## src/rtl/gat_bram_loader_pkg.sv

```systemverilog
`default_nettype none
// ============================================================================
// gat_bram_loader_pkg : shared target encodings, FSM states, default widths
// Rev 1.0
// ============================================================================
package gat_bram_loader_pkg;

    localparam int c_top_width          = 32;
    localparam int c_h_data_addr_w      = 18;
    localparam int c_node_info_addr_w   = 14;
    localparam int c_weight_addr_w      = 15;
    localparam int c_subgraph_idx_addr_w = 14;

    typedef enum logic [1:0] {
        c_tgt_h_data    = 2'd0,
        c_tgt_node_info = 2'd1,
        c_tgt_wgt       = 2'd2,
        c_tgt_subgraph  = 2'd3
    } gat_target_e;

    localparam logic [1:0] c_st_idle   = 2'd0;
    localparam logic [1:0] c_st_stream = 2'd1;
    localparam logic [1:0] c_st_finish = 2'd2;

    function automatic logic [3:0] target_onehot(input gat_target_e tgt);
        return 4'b0001 << tgt;
    endfunction

endpackage
`default_nettype wire

```

## src/rtl/gat_bram_wr_port.sv

```systemverilog
`default_nettype none
// ============================================================================
// gat_bram_wr_port : registered single-word BRAM write port (byte address)
// Rev 1.0
// ============================================================================
module gat_bram_wr_port #(
    parameter int DATA_W = 32,
    parameter int ADDR_W = 18
) (
    input  logic              clk,
    input  logic              rst_n,
    input  logic              wr_en,
    input  logic [DATA_W-1:0] wr_data,
    input  logic [ADDR_W-1:0] wr_addr,
    output logic [DATA_W-1:0] din,
    output logic              ena,
    output logic              wea,
    output logic [ADDR_W+1:0] addra
);

    always_ff @(posedge clk or negedge rst_n) begin
        if (!rst_n) begin
            din   <= '0;
            ena   <= 1'b0;
            wea   <= 1'b0;
            addra <= '0;
        end else begin
            ena <= wr_en;
            wea <= wr_en;
            // Address and data hold their last value between writes.
            if (wr_en) begin
                din   <= wr_data;
                addra <= {wr_addr, 2'b00};
            end
        end
    end

endmodule
`default_nettype wire

```

## src/rtl/gat_bram_loader.sv

```systemverilog
`default_nettype none
// ============================================================================
// gat_bram_loader : streams host words into one of four GAT BRAMs
// Rev 1.0
// ============================================================================
module gat_bram_loader
    import gat_bram_loader_pkg::*;
#(
    parameter int TOP_WIDTH           = c_top_width,
    parameter int H_DATA_ADDR_W       = c_h_data_addr_w,
    parameter int NODE_INFO_ADDR_W    = c_node_info_addr_w,
    parameter int WEIGHT_ADDR_W       = c_weight_addr_w,
    parameter int SUBGRAPH_IDX_ADDR_W = c_subgraph_idx_addr_w,
    parameter int CNT_W               = H_DATA_ADDR_W + 1
) (
    input  logic                           clk,
    input  logic                           rst_n,
    input  logic                           cfg_start,
    input  logic [1:0]                     cfg_target,
    input  logic [CNT_W-1:0]               cfg_num_words,
    input  logic                           cfg_clear,
    input  logic                           s_valid,
    output logic                           s_ready,
    input  logic [TOP_WIDTH-1:0]           s_data,
    input  logic                           s_last,
    output logic [TOP_WIDTH-1:0]           h_data_bram_din,
    output logic                           h_data_bram_ena,
    output logic                           h_data_bram_wea,
    output logic [H_DATA_ADDR_W+1:0]       h_data_bram_addra,
    output logic [TOP_WIDTH-1:0]           h_node_info_bram_din,
    output logic                           h_node_info_bram_ena,
    output logic                           h_node_info_bram_wea,
    output logic [NODE_INFO_ADDR_W+1:0]    h_node_info_bram_addra,
    output logic [TOP_WIDTH-1:0]           wgt_bram_din,
    output logic                           wgt_bram_ena,
    output logic                           wgt_bram_wea,
    output logic [WEIGHT_ADDR_W+1:0]       wgt_bram_addra,
    output logic [TOP_WIDTH-1:0]           subgraph_bram_din,
    output logic                           subgraph_bram_ena,
    output logic                           subgraph_bram_wea,
    output logic [SUBGRAPH_IDX_ADDR_W+1:0] subgraph_bram_addra,
    output logic                           h_data_bram_load_done,
    output logic                           h_node_info_bram_load_done,
    output logic                           wgt_bram_load_done,
    output logic                           subgraph_load_done,
    output logic                           busy,
    output logic                           err
);

    logic [1:0]       r_state;
    gat_target_e      r_target;
    logic [CNT_W-1:0] r_count;
    logic [CNT_W-1:0] r_index;
    logic [3:0]       r_done;
    logic             r_err;

    logic             w_hs;
    logic             w_last_word;
    logic             w_err_set;
    logic [3:0]       w_wr_en;
    logic [3:0]       w_done_set;

    assign w_hs        = s_valid && (r_state == c_st_stream);
    assign w_last_word = (r_index == (r_count - 1'b1));
    // Framing error: count exhausted without s_last, or s_last before the count.
    assign w_err_set   = w_hs && (w_last_word != s_last);
    assign w_wr_en     = w_hs ? target_onehot(r_target) : 4'b0000;
    assign w_done_set  = (r_state == c_st_finish) ? target_onehot(r_target) : 4'b0000;

    assign s_ready = (r_state == c_st_stream);
    assign busy    = (r_state != c_st_idle);

    always_ff @(posedge clk or negedge rst_n) begin
        if (!rst_n) begin
            r_state  <= c_st_idle;
            r_target <= c_tgt_h_data;
            r_count  <= '0;
            r_index  <= '0;
        end else begin
            case (r_state)
                c_st_idle: begin
                    if (cfg_start) begin
                        r_target <= gat_target_e'(cfg_target);
                        r_count  <= cfg_num_words;
                        r_index  <= '0;
                        r_state  <= (cfg_num_words != '0) ? c_st_stream : c_st_finish;
                    end
                end
                c_st_stream: begin
                    if (w_hs) begin
                        r_index <= r_index + 1'b1;
                        if (w_last_word || s_last) begin
                            r_state <= c_st_finish;
                        end
                    end
                end
                c_st_finish: r_state <= c_st_idle;
                default:     r_state <= c_st_idle;
            endcase
        end
    end

    // A set in the same cycle as cfg_clear wins.
    always_ff @(posedge clk or negedge rst_n) begin
        if (!rst_n) begin
            r_done <= 4'b0000;
            r_err  <= 1'b0;
        end else begin
            r_done <= (r_done & ~{4{cfg_clear}}) | w_done_set;
            r_err  <= (r_err & ~cfg_clear) | w_err_set;
        end
    end

    assign h_data_bram_load_done      = r_done[c_tgt_h_data];
    assign h_node_info_bram_load_done = r_done[c_tgt_node_info];
    assign wgt_bram_load_done         = r_done[c_tgt_wgt];
    assign subgraph_load_done         = r_done[c_tgt_subgraph];
    assign err                        = r_err;

    gat_bram_wr_port #(.DATA_W(TOP_WIDTH), .ADDR_W(H_DATA_ADDR_W)) u_h_data_port (
        .clk(clk), .rst_n(rst_n), .wr_en(w_wr_en[c_tgt_h_data]), .wr_data(s_data),
        .wr_addr(r_index[H_DATA_ADDR_W-1:0]), .din(h_data_bram_din),
        .ena(h_data_bram_ena), .wea(h_data_bram_wea), .addra(h_data_bram_addra)
    );

    gat_bram_wr_port #(.DATA_W(TOP_WIDTH), .ADDR_W(NODE_INFO_ADDR_W)) u_node_info_port (
        .clk(clk), .rst_n(rst_n), .wr_en(w_wr_en[c_tgt_node_info]), .wr_data(s_data),
        .wr_addr(r_index[NODE_INFO_ADDR_W-1:0]), .din(h_node_info_bram_din),
        .ena(h_node_info_bram_ena), .wea(h_node_info_bram_wea), .addra(h_node_info_bram_addra)
    );

    gat_bram_wr_port #(.DATA_W(TOP_WIDTH), .ADDR_W(WEIGHT_ADDR_W)) u_wgt_port (
        .clk(clk), .rst_n(rst_n), .wr_en(w_wr_en[c_tgt_wgt]), .wr_data(s_data),
        .wr_addr(r_index[WEIGHT_ADDR_W-1:0]), .din(wgt_bram_din),
        .ena(wgt_bram_ena), .wea(wgt_bram_wea), .addra(wgt_bram_addra)
    );

    gat_bram_wr_port #(.DATA_W(TOP_WIDTH), .ADDR_W(SUBGRAPH_IDX_ADDR_W)) u_subgraph_port (
        .clk(clk), .rst_n(rst_n), .wr_en(w_wr_en[c_tgt_subgraph]), .wr_data(s_data),
        .wr_addr(r_index[SUBGRAPH_IDX_ADDR_W-1:0]), .din(subgraph_bram_din),
        .ena(subgraph_bram_ena), .wea(subgraph_bram_wea), .addra(subgraph_bram_addra)
    );

endmodule
`default_nettype wire

```

## config.mk

```make
export PLATFORM = sky130hd
export DESIGN_NAME = gat_bram_loader
export DESIGN_NICKNAME = d
export VERILOG_FILES = /design/src/rtl/gat_bram_loader_pkg.sv /design/src/rtl/gat_bram_wr_port.sv /design/src/rtl/gat_bram_loader.sv
export SDC_FILE = /design/constraint.sdc
export NUM_CORES = 1
export LEC_CHECK = 0
export BUFFER_PORTS_ARGS = -buffer_cell sky130_fd_sc_hd__clkbuf_2
export CAP_MARGIN = 20
export CORE_MARGIN = 2
export CORE_UTILIZATION = 47
export CTS_BUF_LIST = sky130_fd_sc_hd__clkbuf_16
export CTS_CLUSTER_SIZE = 30
export DETAILED_ROUTE_END_ITERATION = 7
export GPL_TIMING_DRIVEN = 0
export PLACE_DENSITY = 0.76
export SYNTH_ARGS = -nofsm -noshare
export SYNTH_HDL_FRONTEND = slang
export SYNTH_SLANG_ARGS = --single-unit
```

## constraint.sdc

```tcl
create_clock -name clk -period 2.8 [get_ports clk]
set_clock_uncertainty 0.2 [all_clocks]
set_input_delay 0.56 -clock clk [delete_from_list [all_inputs] [get_ports clk]]
set_output_delay 0.56 -clock clk [all_outputs]
set_load 0.02 [all_outputs]
```

* After elaboration in Yosys (flattened, before gate mapping) *
Index checks and enable logic that the tools add are counted.

word-level totals
  flip-flop bits (word level) = 240
  bits of input ports = 59
  output and inout port bits = 212

cells by class
  $add $sub $neg = 2
  equal/unequal tests = 7
  shift operators = 1
  muxes and demuxes = 10
  bitwise operators = 6
  reduce and logical (&&, ||, !) cells = 10

operator list
  kind                     count
  $mux W19                 2
  $pmux W19 S2             1
  $add A19 B1 Y19 const B  1
  $eq A19 B19 Y1           1
  $reduce_bool A19 Y1      1
  $sub A19 B1 Y19 const B  1
  $mux W2                  4
  $mux W4                  2
  $reduce_and A3 Y1        2
  $and A4 B4 Y4            1
  $ne A2 B1 Y1 const B     2
  $not A4 Y4               1
  $or A4 B4 Y4             1
  $pmux W2 S2              1
  $reduce_bool A2 Y1       2
  $shl A1 B2 Y4 const A    1
  $eq A2 B1 Y1 const B     1
  $eq A2 B2 Y1 const B     1
  $logic_and A1 B1 Y1      2
  $logic_not A2 Y1         1
  $ne A2 B2 Y1 const B     1
  $reduce_and A2 Y1        1
  $and A1 B1 Y1            1
  $logic_or A1 B1 Y1       1
  3 further kinds          3

* Longest topological paths before layout *
Gate-level depths: netlist (run 1).

  word-level depth = 6
  depth in mapped cells = 12
  gate-level depth less buffers = 12

* By module *
Synthesis (run 1) repeated with hierarchy kept, for this count alone.

unflattened totals
  cells, all modules = 690
  area total of the unflattened synthesis = 10730.3 um2

modules (own cells, without submodules)
  module                                    instances  cells each  area each (um2)
  gat_bram_wr_port at u_node_info_port ...  2          102         1961.9
  gat_bram_loader                           1          271         2722.6
  gat_bram_wr_port at u_h_data_port         1          111         2164.6
  gat_bram_wr_port at u_wgt_port            1          104         1919.3

* Worst setup path before layout (run 1) *
No wires, ideal clock.

  path kind = register to register
  from = register r_count[0]
  to = register r_state[1]
  library setup time = 0.078 ns
  data arrival time = 2.663 ns
  required time = 2.522 ns
  setup slack = -0.141 ns
  cell stages (with the launch flop) = 13
  path buffers = 0
  period minus slack after synthesis = 2.941 ns
  path through = dfrtp_1 > inv_1 > ha_1 > or4b_4 > or4_1 > nand3_1 > o211ai_1 > a2111oi_2 > o211ai_1 > ha_1 > nor2b_1 > nand2_1 > a21oi_1

on the way
  cells in the longest elaborated chain, start to end = 5

ends and longest elaborated chain
  element                      line                   source
  start: declaration           gat_bram_loader.sv:52  logic [CNT_W-1:0] r_count;
  start signal: assignment     gat_bram_loader.sv:84  r_count <= cfg_num_words;
  $sub A19 B1 Y19              gat_bram_loader.sv:64  assign w_last_word = (r_index == (r_count - 1'b1));
  $eq A19 B19 Y1               gat_bram_loader.sv:64
  $logic_or A1 B1 Y1           gat_bram_loader.sv:92  if (w_last_word || s_last) begin
  $ne A2 B1 Y1 (no line)       n/a
  $reduce_and A3 Y1 (no line)  n/a
  end signal: assignment       gat_bram_loader.sv:93  r_state <= c_st_finish;
  end signal: assignment       gat_bram_loader.sv:97  c_st_finish: r_state <= c_st_idle;
  end signal: assignment       gat_bram_loader.sv:98  default: r_state <= c_st_idle;
  end: declaration             gat_bram_loader.sv:50  logic [1:0] r_state;

No other way between the ends.
A chain may end at the register's enable or synchronous reset.

* Worst setup path in the final report (run 1) *
Same ends and word-level chain as after synthesis.

==> results_dict.tcl, run 1 <==
set metrics [dict create \
    status "finished with violations" \
    violations "negative setup slack" \
    n_antenna_cell 0 \
    synth-seq-cells 240 \
    grt_start_max_net_pins 107 \
    clk_pin_slew_ns 0.06 \
    post-route-period-util 1.109 \
    ys_seq_area_frac 0.6029 \
    power.leakage_nw 6.545 \
    drtIter0Drc 281 \
    cts_max_level 1 \
    vias_per_cell 5.156 \
    cts_tree "done" \
    cts_made_buffers 25 \
    relSlewSlack 0.4313 \
    fin_ws_ns -0.3046 \
    crit_type "reg2reg" \
    synth_ff_type "dfrtp_1" \
    ir_drop_v 0.0005773 \
    required_ns 3.05 \
    wl_mm 25.55 \
    cp.arrival_ns 3.36 \
    reg2reg_slack_ns -0.30 \
    grt_pass1_vias 7230 \
    drc 0 \
    wl_per_cell_um 17.98 \
    root_buffer "clkbuf_16" \
    grt_setup_unrepaired "yes" \
    num_vias 7327 \
    drv_cap 0 \
    portBuffers 262 \
    fmax_mhz 322.1 \
    avgSynthCellArea_um2 12.19 \
    final_common_cell "clkbuf_2" \
    dp_hpwl_mm 18.18 \
    antenna_found_initial 0 \
    power.density_nw_per_um2 1079 \
    cts.path.max_buffers 3 \
    core_um2 20890 \
    place.gp.congestion 0.7993 \
    min_path_type "in2reg" \
    end_kind "flop" \
    io_pins 271 \
    hold_viol_final 0 \
    drtPass1Iterations 4 \
    grt-ovfl-total 0 \
    area_delta_synth_final_pct 27.60 \
    nNetsFinal 1191 \
    start_util 0.4768 \
    crit_fanout 2 \
    drive_gt1_frac 0.3290 \
    synth_cells 817 \
    synth_edf_count 0 \
    clock_sinks 240 \
    layout_common_cells "clkbuf_2, dfrtp_1, nand2_1" \
    syn_area_um2 9961 \
    finalSetupViolCount 3 \
    nFillCells 1678 \
    synthTopCellsByArea "dfrtp_1, mux2_1, nand2_1" \
    die_h_um 149.6 \
    num_rows 53 \
    pre_cts_slack_ns -0.4361 \
    yosys.area.top_type "dfrtp_1" \
    ys_async_sr_fraction 1.000 \
    worst_slew_pin_slew_ns 0.8531 \
    start_kind "flop" \
    die_w_um 149.6 \
    die-area_um2 22370 \
    antenna_left 0 \
    grt_pass1_wl_mm 39.76 \
    synth.distinct_cells 53 \
    setup_tns_ns -0.7828 \
    min_period_ns 3.105 \
    grt_usage 0.2258 \
    clock_latency_ns 0.52 \
    ys_warn_count 0 \
    drv_slew 0 \
    synth_top_area_share 0.6029 \
]
-- registers in the layout, summed over array words and instances (netlist names), 2 cells and up --
| register | cells |
|---|---|
| u_wgt_port.addra | 15 |
| u_h_data_port.addra | 18 |
| u_wgt_port.din | 32 |
| r_state | 2 |
| u_h_data_port.din | 32 |
| r_done | 4 |
| r_index | 19 |
| u_subgraph_port.din | 32 |
| r_target | 2 |
| u_node_info_port.addra | 14 |
| u_subgraph_port.addra | 14 |
| r_count | 19 |
| u_node_info_port.din | 32 |
-- cell families after synthesis --
group,count (synthesis),synth area share
other cells,1,0.0003765
simple gates,270,0.1247
mux,159,0.1794
buf+inv,74,0.03504
xor+xnor,33,0.02902
flops,240,0.6029
compound gates,37,0.02474
fa+ha+maj,3,0.003769
-- path summary, 6_finish.rpt --
path,to,cells after the start,from
worst min register to register,u_h_data_port.din[4],2,u_h_data_port.din[4]
worst min-delay path,r_target[0],2,cfg_target[0]
worst max-delay path,r_state[1],12,r_count[0]
worst max register to register,r_state[1],12,r_count[0]
max in group asynchronous,u_wgt_port.din[26],4,rst_n
min in group asynchronous,r_done[0],2,rst_n
-- synthesized netlist by cell type, types with 5 or more instances --
cell	n
buf_2	15
buf_4	12
clkbuf_1	28
dfrtp_1	240
inv_1	12
mux2_1	156
nand2_1	167
nand2b_1	6
nand3_1	10
nand4_1	7
nor2_1	30
nor3_1	6
nor4_1	11
o21ai_0	5
o21ai_1	7
xnor2_1	14
xor2_1	19
-- area by class of cell --
type	count	area, um^2	share of cell area
inverters	14	52.55	0.004135
plain buffers	59	311.5	0.02451
flip-flops and latches	240	6010	0.4728
clock buffers	25	625.6	0.04922
multi-input cells	510	3727	0.2933
clock inverters	19	151.4	0.01191
repair buffers	279	1488	0.1171
well taps	275	344.1	0.02707
-- routing by layer --
layer	share of wire	GRT usage	routed length, um
met1	0.42	0.2975	10850
met2	0.49	0.3856	12390
met3	0.061	0.03567	1566
met4	0.029	0.06952	737
met5	0	0	0
-- critical path, stage by stage (launching register included) --
cell	delay, ns
dfrtp_1	0.38
inv_2	0.09
ha_4	0.13
or4b_4	0.46
or4_4	0.42
nand3_2	0.07
o211ai_1	0.10
a2111oi_2	0.41
o211ai_1	0.22
ha_2	0.25
nor2b_4	0.12
nand2_2	0.06
a21oi_2	0.13
-- metrics by stage --
| stage | instances | utilization | power, mW | cell area (um^2) | hold slack [ns] |
|---|---|---|---|---|---|
| after global placement | 1361 | 0.5576 | 10.21 | 11650 | 0.2585 |
| after detailed placement | 1363 | 0.5606 | 10.39 | 11710 | 0.2653 |
| after CTS | 1412 | 0.6014 | 13.67 | 12560 | 0.02825 |
| after global routing | 1421 | 0.6084 | 14.49 | 12710 | 0.03706 |
| after floorplan | 824 | - | 8.472 | 9992 | 0.06441 |
| final | 1421 | 0.6084 | 13.71 | 12710 | 0.04759 |
-- report_power, final --
group / internal (mW) / switching [mW]
Clock: 1.81 / 1.36
Combinational: 1.92 / 3.18
Sequential: 4.67 / 0.773
Total: 8.41 / 5.30
-- timing repair --
action / 4_1_cts / 5_1_grt
gates resized for setup: 9 / 36
endpoints found under the hold margin: 41 / 0
endpoints found under the setup margin: 15 / 126
pin swaps: 4 / 7
buffers inserted: 5 / 8
hold buffers: 1 / 0
Power figures use the tool's default switching activity.
==> run 2, diff against run 1 <==
- CORE_UTILIZATION: 47 -> 49
- CTS_BUF_LIST: sky130_fd_sc_hd__clkbuf_16 -> sky130_fd_sc_hd__clkbuf_8
- PLACE_DENSITY: 0.76 -> 0.78
==> run 2 against run 1 <==
The flow still finishes with violations (negative setup slack). Clock power rose by 3%. Sequential cell count unchanged. Register-to-register slack lost 0.05 ns. Wire length is 0.15% lower. Utilization grew 2.6 points. First-iteration DRC count rose by 9.3%. Critical path depth unchanged. Sequential share of layout area is 0.16 points lower. Final cell count is 1.4% higher. Sequential power barely moved. Critical endpoint unchanged. Largest cell class unchanged. Highest routed layer unchanged.
==> results_dict.tcl, run 2 (same netlist as run 1, synthesis figures left out) <==
set metrics [dict create \
    status "finished with violations" \
    violations "negative setup slack" \
    seq_power_share 0.393 \
    num_rows 52 \
    clk_pin_slew_ns 0.06 \
    die_w_um 146.6 \
    ir_drop_v 0.0006154 \
    min_path_type "in2reg" \
    r2r-start "r_count[1]" \
    fin_ws_ns -0.3590 \
    min_from "cfg_target[0]" \
    grt_usage 0.2378 \
    root_buffer "clkbuf_8" \
    hold_slack_ns 0.06156 \
    nNetsFinal 1204 \
    wl_mm 25.51 \
    post-route-period-util 1.128 \
    critPathSlowestCell "or4b_4" \
    worst_slew_pin_slew_ns 0.7232 \
    end_kind "flop" \
    path_buf_inv 1 \
    cts_made_buffers 40 \
    power.leakage_nw 6.628 \
    crit_chain "inv_2 -> ha_4 -> or4b_4 -> or4_4 -> nand3_2 -> o211ai_1 -> a2111oi_2 -> o211ai_1 -> ha_2 -> nor2b_4 -> nand2_1 -> a21oi_1" \
    cp.arrival_ns 3.40 \
    start_kind "flop" \
    io_pins 271 \
    drtPass1Iterations 5 \
    required_ns 3.04 \
    core_um2 20100 \
    grt-ovfl-total 0 \
    hold_viol_final 0 \
    layout_common_cells "clkbuf_2, dfrtp_1, nand2_1" \
    drv_cap 0 \
    p_comb_frac 0.369 \
    clock_latency_ns 0.53 \
    cts.path.max_buffers 3 \
    vias_per_cell 5.162 \
    portBuffers 262 \
    place.gp.congestion 0.8428 \
    min_period_ns 3.159 \
    grt_pass1_vias 7371 \
    p_sw_mw 5.292 \
    drive_gt1_frac 0.3313 \
    dp_hpwl_mm 18.30 \
    crit_family "simple AND/OR/NAND/NOR gates" \
    power.density_nw_per_um2 1082 \
    placed_cell_area_um2 11710 \
    crit_type "reg2reg" \
    grt_setup_unrepaired "yes" \
    drv_slew 0 \
    cpPeakStageDelay_ns 0.47 \
    switching_share 0.3837 \
    timing.critical_path.from "r_count[1]" \
    start_util 0.4955 \
    wl_per_cell_um 17.70 \
    die_h_um 146.6 \
    clock_power_share 0.238 \
    crit_fanout 4 \
    grt_start_max_net_pins 117 \
    drc 0 \
    clock_sinks 240 \
    cts_max_level 2 \
    antenna_found_initial 0 \
    p_int_mw 8.501 \
    num_vias 7439 \
    grt_pass1_wl_mm 40.19 \
    fmax_mhz 316.6 \
    drtIter0Drc 307 \
    relSlewSlack 0.5134 \
    area_delta_synth_final_pct 28.01 \
    final_common_cell "clkbuf_2" \
    cts_tree "done" \
    n_antenna_cell 0 \
    cpMostUsedCell "o211ai_1" \
    antenna_left 0 \
    fin_util 0.6342 \
    final_area_um2 12750 \
    die-area_um2 21480 \
    finalSetupViolCount 3 \
]
[run 2: cell types whose count changed in the layout (fill, tap and decap cells not counted), moves of 3 or more]
cell,previous run,this run
inv_1,13,24
clkinv_1,7,1
clkbuf_2,272,268
clkbuf_1,18,21
clkbuf_16,25,0
clkbuf_8,1,49
[run 2: power groups by stage]
stage / combinational [mW] / sequential [mW] / clock (mW)
after CTS: 5.03 / 5.40 / 3.36
after global placement: 4.82 / 5.40 / 0
final: 5.09 / 5.42 / 3.28
after global routing: 5.45 / 5.58 / 3.53
after floorplan: 1.87 / 6.60 / 0
after detailed placement: 4.94 / 5.46 / 0
[run 2: final cells by class]
type                    count  area, um^2
plain buffers              60       325.3
clock buffers              48       660.6
clock inverters            23       201.4
fillers                  1538        7353
inverters                  14       52.55
multi-input cells         510        3700
flip-flops and latches    240        6008
well taps                 270       337.8
repair buffers            276        1465
[run 2: worst paths after layout]
path	slack, ns	end	depth (start not counted)
setup / recovery	-0.36	r_state[1]	12
hold / removal	0.06	r_target[0]	2
max in group asynchronous	1.24	u_node_info_port.addra[3]	3
setup reg to reg	-0.36	r_state[1]	12
min in group asynchronous	0.30	u_wgt_port.ena	2
hold reg to reg	0.27	u_h_data_port.din[5]	2
[run 2: routing by layer]
layer / track usage / routed length (um)
met1: 0.3093 / 10820
met2: 0.3993 / 12530
met3: 0.04656 / 1386
met4: 0.08738 / 778
met5: 0 / 0
[run 2: what timing repair did]
item / in CTS / in global routing
hold buffers: 1 / 0
setup buffers: 4 / 6
pin swaps: 5 / 7
hold endpoints to repair: 27 / 0
resized for setup: 7 / 30
setup endpoints to repair: 22 / 115
[run 2: per-stage QoR]
stage                     setup TNS, ns  power, mW  setup slack (ns)  cells
after detailed placement         -2.033      10.40           -0.4385   1358
after global placement          -906.01      10.21            -3.789   1356
after CTS                       -0.9097      13.79           -0.3354   1434
final                           -0.8932      13.79           -0.3590   1441
after floorplan                 -0.1187      8.472          -0.06749    824
after global routing             -1.648      14.55           -0.4627   1441
